## src/rtl/path_meas_pkg.sv

```systemverilog
// Shared types and default sizing for the path delay measurement controller.
package path_meas_pkg;

    localparam int DEF_CNT_W    = 16;
    localparam int DEF_TRIALS_W = 8;

    typedef enum logic [1:0] {
        IDLE   = 2'd0,
        LAUNCH = 2'd1,
        WAIT   = 2'd2,
        DONE   = 2'd3
    } state_t;

endpackage

```

## src/rtl/path_sync.sv

```systemverilog
// Two-flop synchronizer that brings the asynchronous delay-chain output into the clk domain.
module path_sync (
    input  logic i_clk,
    input  logic i_rst_n,
    input  logic i_d,
    output logic o_q
);

    logic r_meta;
    logic r_sync;

    always_ff @(posedge i_clk or negedge i_rst_n) begin
        if (!i_rst_n) begin
            r_meta <= 1'b0;
            r_sync <= 1'b0;
        end else begin
            r_meta <= i_d;
            r_sync <= r_meta;
        end
    end

    assign o_q = r_sync;

endmodule

```

## src/rtl/path_measure_ctrl.sv

```systemverilog
// Launches edges into a delay chain and times their return, accumulating sum/max over a run.
// Define PATH_MEAS_MIN_EN to add the delay_min output.
module path_measure_ctrl
    import path_meas_pkg::*;
#(
    parameter int CNT_W    = DEF_CNT_W,
    parameter int TRIALS_W = DEF_TRIALS_W
) (
    input  logic                      clk,
    input  logic                      rst_n,
    input  logic                      start,
    input  logic [TRIALS_W-1:0]       num_trials,
    input  logic [CNT_W-1:0]          timeout,
    output logic                      path_launch,
    input  logic                      path_capture,
    output logic                      busy,
    output logic                      done,
    output logic [CNT_W+TRIALS_W-1:0] delay_sum,
    output logic [CNT_W-1:0]          delay_max,
    output logic                      timeout_err
`ifdef PATH_MEAS_MIN_EN
    ,
    output logic [CNT_W-1:0]          delay_min
`endif
);

    state_t                      r_state;
    state_t                      w_next;
    logic                        w_cap_s;
    logic                        r_launch;
    logic [CNT_W-1:0]            r_cnt;
    logic [TRIALS_W-1:0]         r_trials;
    logic [TRIALS_W-1:0]         r_num_trials;
    logic [CNT_W-1:0]            r_timeout;
    logic [CNT_W+TRIALS_W-1:0]   r_sum;
    logic [CNT_W-1:0]            r_max;
    logic                        r_timeout_err;
    logic                        w_match;
    logic                        w_expire;
    logic                        w_last;
    logic [TRIALS_W-1:0]         w_trials_inc;

    path_sync u_sync (
        .i_clk   (clk),
        .i_rst_n (rst_n),
        .i_d     (path_capture),
        .o_q     (w_cap_s)
    );

    // A trial ends when the synchronized return matches the level just launched.
    assign w_match      = (r_state == WAIT) && (w_cap_s == r_launch);
    assign w_expire     = (r_state == WAIT) && !w_match && (r_cnt == r_timeout);
    assign w_trials_inc = r_trials + TRIALS_W'(1);
    assign w_last       = (w_trials_inc == r_num_trials);

    always_ff @(posedge clk or negedge rst_n) begin
        if (!rst_n) begin
            r_state <= IDLE;
        end else begin
            r_state <= w_next;
        end
    end

    always_comb begin
        w_next = r_state;
        case (r_state)
            IDLE:    if (start) w_next = LAUNCH;
            LAUNCH:  w_next = (r_num_trials == '0) ? DONE : WAIT;
            WAIT: begin
                if (w_match) begin
                    w_next = w_last ? DONE : LAUNCH;
                end else if (w_expire) begin
                    w_next = DONE;
                end
            end
            DONE:    w_next = IDLE;
            default: w_next = IDLE;
        endcase
    end

    always_ff @(posedge clk or negedge rst_n) begin
        if (!rst_n) begin
            r_launch      <= 1'b0;
            r_cnt         <= '0;
            r_trials      <= '0;
            r_num_trials  <= '0;
            r_timeout     <= '0;
            r_sum         <= '0;
            r_max         <= '0;
            r_timeout_err <= 1'b0;
        end else begin
            case (r_state)
                IDLE: begin
                    if (start) begin
                        r_num_trials  <= num_trials;
                        r_timeout     <= timeout;
                        r_sum         <= '0;
                        r_max         <= '0;
                        r_timeout_err <= 1'b0;
                        r_trials      <= '0;
                    end
                end
                LAUNCH: begin
                    if (r_num_trials != '0) begin
                        r_launch <= ~r_launch;
                        r_cnt    <= '0;
                    end
                end
                WAIT: begin
                    if (w_match) begin
                        r_sum    <= r_sum + {{TRIALS_W{1'b0}}, r_cnt};
                        r_trials <= w_trials_inc;
                        if (r_cnt > r_max) r_max <= r_cnt;
                    end else if (w_expire) begin
                        r_timeout_err <= 1'b1;
                    end else begin
                        r_cnt <= r_cnt + CNT_W'(1);
                    end
                end
                default: ;
            endcase
        end
    end

`ifdef PATH_MEAS_MIN_EN
    logic [CNT_W-1:0] r_min;

    // Starts at all-ones so the first completed trial always replaces it.
    always_ff @(posedge clk or negedge rst_n) begin
        if (!rst_n) begin
            r_min <= '0;
        end else if ((r_state == IDLE) && start) begin
            r_min <= '1;
        end else if (w_match && (r_cnt < r_min)) begin
            r_min <= r_cnt;
        end
    end

    assign delay_min = r_min;
`endif

    assign path_launch = r_launch;
    assign busy        = (r_state == LAUNCH) || (r_state == WAIT);
    assign done        = (r_state == DONE);
    assign delay_sum   = r_sum;
    assign delay_max   = r_max;
    assign timeout_err = r_timeout_err;

endmodule

```

## config.mk

```make
export PLATFORM = sky130hd
export DESIGN_NAME = path_measure_ctrl
export DESIGN_NICKNAME = d
export VERILOG_FILES = /design/src/rtl/path_meas_pkg.sv /design/src/rtl/path_sync.sv /design/src/rtl/path_measure_ctrl.sv
export SDC_FILE = /design/constraint.sdc
export NUM_CORES = 1
export LEC_CHECK = 0
export CORE_ASPECT_RATIO = 0.9
export CORE_MARGIN = 2
export CORE_UTILIZATION = 55
export DETAILED_ROUTE_END_ITERATION = 10
export PLACE_DENSITY = 0.77
export SLEW_MARGIN = 10
export SYNTH_ARGS = -nofsm -noshare
export SYNTH_HDL_FRONTEND = slang
export SYNTH_SLANG_ARGS = --single-unit
```

## constraint.sdc

```tcl
create_clock -name clk -period 2.95 [get_ports clk]
set_input_delay 0.885 -clock clk [delete_from_list [all_inputs] [get_ports clk]]
set_output_delay 0.885 -clock clk [all_outputs]
set_load 0.02 [all_outputs]
```

==> results of run 1 <==
synthesized netlist by cell type, types with 6 or more instances:
library cell,instances
nand3_1,34
inv_1,22
nor2_1,18
dfrtp_1,94
nand4_1,12
mux2_2,24
clkbuf_1,11
nand2_1,43
xor2_1,25
o21a_1,6
mux2i_1,16
and3_1,9
o21ai_0,29
and2_1,6
a21o_1,6
a22o_1,16
buf_2,7
ha_1,38
xnor2_1,14
a21oi_1,40
worst reg2reg max path: cells and delay by family, from the launching register on:
family                     cells  cell delay, ns
AOI/OAI and AO/OA              4            1.03
adders and majority gates      2            0.73
DFF                            1            0.48
muxes                          1            0.13
and+or+nand+nor                1            0.18
worst max-delay path by stage:
stage               slack (ns)  cells past startpoint                        end
floorplan                 0.53                      8  delay_sum[16]$_DFFE_PN0P_
global placement          0.31                      7  delay_sum[23]$_DFFE_PN0P_
detailed placement        0.22                      7   delay_max[0]$_DFFE_PN0P_
CTS                       0.28                      3                       busy
global route              0.14                      8  delay_sum[16]$_DFFE_PN0P_
finish                    0.26                      3                       busy
layout make-up:
type                            instances  share of cell area
Clock buffer                           12             0.03412
Clock inverter                          3            0.006680
Inverter                               22             0.01192
Multi-Input combinational cell        420              0.4636
Sequential cell                        94              0.3394
Tap cell                              129             0.02329
Timing Repair Buffer                   85              0.1210
kinds of logic (layout without fill, tap and decap cells):
family          Yosys count  after routing
compound gates          149            149
simple gates            153            153
fa+ha+maj                39             39
mux                      40             40
flops                    94             94
buf+inv                  44            122
xor+xnor                 39             39
power by group through the flow:
stage          Combinational [W]  Sequential, W  Clock [W]
5_1_grt                  0.00177        0.00178    0.00122
4_1_cts                  0.00161        0.00175    0.00116
6_report                 0.00161        0.00175    0.00114
3_3_place_gp             0.00154        0.00176          0
2_1_floorplan            0.00117        0.00173          0
3_5_place_dp             0.00160        0.00177          0
through the flow:
step	cells	utilization	area [um2]	power, W
2_1_floorplan	558	-	5759	0.002899
3_3_place_gp	750	0.6515	6648	0.003300
3_5_place_dp	750	0.6515	6648	0.003372
4_1_cts	765	0.6792	6930	0.004518
5_1_grt	765	0.6792	6930	0.004776
6_report	765	0.6792	6930	0.004504
per-layer routing:
layer	part of all wire	vias up	wire, um
li1	-	2230	-
met1	0.44	2364	6178
met2	0.49	154	6857
met3	0.059	23	828
met4	0.018	0	257
met5	0	-	0
sequential cells by signal, indices dropped and copies added, names as in the netlist:
| signal | flops |
|---|---|
| delay_max | 16 |
| delay_sum | 24 |
| path_launch | 1 |
| r_cnt | 16 |
| r_num_trials | 8 |
| r_state | 2 |
| r_timeout | 16 |
| r_trials | 8 |
| timeout_err | 1 |
| u_sync.o_q | 1 |
| u_sync.r_meta | 1 |
==> results_dict.tcl, run 1 <==
set metrics [dict create \
    hold_viol_final 0 \
    drc 0 \
    antenna_found_initial 0 \
    critPathKind "reg2out" \
    ys_seq_elements 94 \
    synth_top_family_by_area "compound AO/OA/AOI/OAI gates" \
    skew_ns 0.004872 \
    yosysWarnings 0 \
    synth_fa_ha_area_frac 0.08603 \
    slowest_stage "clkdlybuf4s50_1" \
    vdd_drop_max_mv 0.5201 \
    r2r_cells 8 \
    crit_path_max_fanout 5 \
    avgRoutedWirePerCell_um 18.46 \
    p_int_w 0.002873 \
    hold_slack_ns 0.3671 \
    die_h_um 101.1 \
    cts_resized 0 \
    max_freq_mhz 372.3 \
    slew_violations 0 \
    p_sw_frac 0.3622 \
    synth_compound_area_frac 0.1875 \
    hold_depth 0 \
    comb_power_share 0.358 \
    grt_pass1_vias 4696 \
    power.density_nw_per_um2 649.9 \
    post_cts.repair.setup_buffers 0 \
    drt-total-wl_mm 14.12 \
    synthMuxAreaShare 0.07473 \
    ff_latch_area_um2 2352 \
    slew_headroom 0.5474 \
    yosysTopAreaCellShare 0.4084 \
    setup_viol 0 \
    cts_tree "yes" \
    period_share 0.9106 \
    synth_area_per_cell_um2 10.32 \
    async_reset_ff_frac 1.000 \
    drtIter0Drc 324 \
    hold_path_end "u_sync.o_q$_DFF_PN0_" \
    power_switching_w 0.001631 \
    postCtsHoldBufs 0 \
    grt_max_degree 50 \
    worstSkewPairLatency_ns 0.35 \
    syn_inst 558 \
    status "finished, final reports clean" \
    area_growth_pct 20.33 \
    die_x_um 111.9 \
    synth_edf_count 0 \
    slowest_delay_ns 0.60 \
    ys_seq_area_frac 0.4084 \
    multi_input_area_um2 3213 \
    cp_top_family "buffers and inverters" \
    synthesis.nets 625 \
    clkTransAtPathRegs_ns 0.06 \
    grt-ovfl-total 0 \
    rows 35 \
    worstReg2RegEnd "delay_sum[16]$_DFFE_PN0P_" \
    syn_area_um2 5759 \
    final_common_cell "dfrtp_1" \
    cts_made_buffers 9 \
    finalCriticalPeriod_ns 2.686 \
    busiest_layer "met2" \
    root_buffer "clkbuf_16" \
    clock_sinks 94 \
    synth.area.top_cells "dfrtp_1 (41%), ha_1 (8.3%), mux2_2 (4.7%), xor2_1 (3.8%), a21oi_1 (3.5%)" \
    yosysTopAreaCell "dfrtp_1" \
    ant_nets 0 \
    initial_core_util 0.5644 \
    worst_setup_path_start_kind "register" \
    dpl.hpwl_mm 10.12 \
    num_vias 4771 \
    h-tree-depth 3 \
    layout.nets 699 \
    worstPathCellList "inv_1, ha_1, clkdlybuf4s50_1" \
    grt.total_usage 0.2607 \
    ys_types 69 \
    p_leak_nw 3.040 \
    dp_slack_ns 0.2172 \
    grt_pass1_wl_mm 23.26 \
    synth-simple-area-share 0.1503 \
    fillers 788 \
    synth_flop_cell "dfrtp_1" \
    setup.worst_path.end_class "primary output" \
    critPathArrivalTime_ns 1.80 \
    hold_start "u_sync.r_meta$_DFF_PN0_" \
    r2r_slack_ns 0.29 \
    setup_ws_ns 0.2638 \
    io_pins 72 \
    crit_required_ns 2.07 \
    dieArea_um2 11310 \
    seq_power_share 0.389 \
    clk_path_buf_depth 2 \
    gr-usage-met2 0.4392 \
    maxCapViolCount 0 \
    hold_class "reg2reg" \
    fin_tns_setup_ns 0 \
    gp_congestion 0.9118 \
    r2r_start "r_cnt[0]$_DFFE_PN0P_" \
    core_um2 10200 \
    worstMarginPinSlew_ns 0.6790 \
    clockPowerShare 0.254 \
    use_met3 0.05292 \
    crit_path_start "r_state[1]$_DFFE_PN0P_" \
    drive_gt1_frac 0.1148 \
    num_antenna_cells 0 \
    routed_via_density 6.237 \
    synth_xor_area_frac 0.05931 \
    grt_util_met1 0.3398 \
    crit_buf_inv 2 \
    final_cell_mix "dfrtp_1 (94), clkdlybuf4s50_1 (70), nand2_1 (43), a21oi_1 (40), ha_1 (38)" \
    port_buffers 71 \
    first_pass_iters 6 \
    rsz0062_at_grt "no" \
]
Power figures use the tool's default switching activity.
==> run 2, diff against run 1 <==
- CELL_PAD_IN_SITES_DETAIL_PLACEMENT: default -> 2
- CELL_PAD_IN_SITES_GLOBAL_PLACEMENT: default -> 2
- CORE_UTILIZATION: 55 -> 36
- PLACE_DENSITY: 0.77 -> 0.78
==> run 2 against run 1 <==
Clock skew grew 0.0020 ns. Sequential share of layout area down 0.60 points. Non-clock buffer count is 2 higher. Via count increased by 1.5%. Design area rose by 1.8%. Combinational power rose by 8%. Utilization decreased by 23 points. Clock power is 9% higher. Final cell count is 9.9% higher. Sequential power about the same. Register-to-register slack better by 0.06 ns. Critical path type unchanged. Critical endpoint unchanged. Largest cell class unchanged. Highest routed layer unchanged.
==> results_dict.tcl, run 2 (synthesis gave the netlist of run 1 again) <==
set metrics [dict create \
    clk_path_buf_depth 2 \
    setup_ws_ns 0.2496 \
    grt-ovfl-total 0 \
    slowest_stage "clkdlybuf4s50_1" \
    status "finished, final reports clean" \
    maxCapViolCount 0 \
    p_leak_nw 3.064 \
    skew_ns 0.006889 \
    grt_max_degree 52 \
    postCtsHoldBufs 0 \
    rows 43 \
    num_vias 4843 \
    slowest_delay_ns 0.61 \
    routed_via_density 5.759 \
    worstSkewPairLatency_ns 0.35 \
    max_freq_mhz 370.3 \
    period_share 0.9154 \
    layout.nets 701 \
    root_buffer "clkbuf_16" \
    die_x_um 137.3 \
    clock_sinks 94 \
    post_cts.repair.setup_buffers 0 \
    grt_pass1_wl_mm 30.27 \
    drtIter0Drc 158 \
    first_pass_iters 4 \
    hold_class "reg2reg" \
    dp_slack_ns 0.1795 \
    power.density_nw_per_um2 668.9 \
    h-tree-depth 3 \
    worstPathCellList "inv_1, ha_1, clkdlybuf4s50_1" \
    antenna_found_initial 0 \
    hold_viol_final 0 \
    crit_path_max_fanout 6 \
    drt-total-wl_mm 18.78 \
    final_cell_mix "dfrtp_1 (94), clkdlybuf4s50_1 (70), nand2_1 (43), a21oi_1 (40), ha_1 (38)" \
    slew_headroom 0.4556 \
    cp_top_family "buffers and inverters" \
    drc 0 \
    worstMarginPinSlew_ns 0.7960 \
    grt_pass1_vias 5414 \
    dpl.hpwl_mm 13.87 \
    area_growth_pct 22.49 \
    dieArea_um2 17030 \
    cts_made_buffers 9 \
    io_pins 72 \
    finalCriticalPeriod_ns 2.700 \
    final_common_cell "dfrtp_1" \
    cts_tree "yes" \
    gp_congestion 0.8221 \
    largest_register_ffs 24 \
    worst_setup_path_start_kind "register" \
    crit_buf_inv 2 \
    clkTransAtPathRegs_ns 0.07 \
    port_buffers 71 \
    vdd_drop_max_mv 0.3615 \
    crit_required_ns 2.07 \
    die_h_um 124.0 \
    fin_tns_setup_ns 0 \
    critPathKind "reg2out" \
    critPathArrivalTime_ns 1.82 \
    slew_violations 0 \
    initial_core_util 0.3704 \
    cts_resized 0 \
    fillers 1635 \
    core_um2 15550 \
    avgRoutedWirePerCell_um 22.33 \
    setup_viol 0 \
    num_antenna_cells 0 \
    drive_gt1_frac 0.1205 \
    ant_nets 0 \
    grt.total_usage 0.2353 \
    setup.worst_path.end_class "primary output" \
    rsz0062_at_grt "no" \
]
run 2: cell count changes in the layout (fill, tap and decap cells not counted), sizes merged:
cell	before	now
clkinvlp	1	0
clkbuf	12	14
buf	15	17
run 2: cell type report:
type,instances,area [um2],share of cell area
Multi-Input combinational cell,420,3213,0.4555
Timing Repair Buffer,87,840.8,0.1192
Clock buffer,14,274.0,0.03884
Clock inverter,2,38.79,0.005498
Inverter,22,82.58,0.01171
Sequential cell,94,2352,0.3335
Tap cell,202,252.7,0.03583
run 2: final timing paths:
check / startpoint / slack [ns] / endpoint / depth (start not counted)
worst max-delay path: r_state[0]$_DFFE_PN0P_ / 0.25 / busy / 3
worst min-delay path: u_sync.r_meta$_DFF_PN0_ / 0.36 / u_sync.o_q$_DFF_PN0_ / 0
worst max register to register: delay_sum[0]$_DFFE_PN0P_ / 0.35 / delay_sum[16]$_DFFE_PN0P_ / 8
worst min register to register: u_sync.r_meta$_DFF_PN0_ / 0.36 / u_sync.o_q$_DFF_PN0_ / 0
max in group asynchronous: rst_n / 1.85 / r_timeout[3]$_DFFE_PN0P_ / 2
min in group asynchronous: rst_n / 0.41 / delay_sum[12]$_DFFE_PN0P_ / 1
run 2: routing by layer:
metal | share of wire | track usage
met4 | 0.019 | 0.06572
met3 | 0.036 | 0.04396
met1 | 0.42 | 0.2922
met5 | 0 | 0
met2 | 0.53 | 0.4179
run 2: report_power, final:
part	switching [W]	leakage (nW)	internal, W	total (W)
Sequential	0.000226	1.25	0.00152	0.00174
Combinational	0.00103	1.66	0.000708	0.00174
Clock	0.000511	0.153	0.000730	0.00124
Total	0.00176	3.06	0.00295	0.00472
run 2: stage by stage:
stage | std cells | hold slack, ns | utilization | power [W] | cell area, um2
2_1_floorplan | 558 | 0.3312 | - | 0.002899 | 5759
3_3_place_gp | 825 | 0.3410 | 0.4336 | 0.003372 | 6741
3_5_place_dp | 825 | 0.3537 | 0.4336 | 0.003503 | 6741
4_1_cts | 841 | 0.3684 | 0.4537 | 0.004784 | 7054
5_1_grt | 841 | 0.3774 | 0.4537 | 0.004999 | 7054
6_report | 841 | 0.3625 | 0.4537 | 0.004719 | 7054
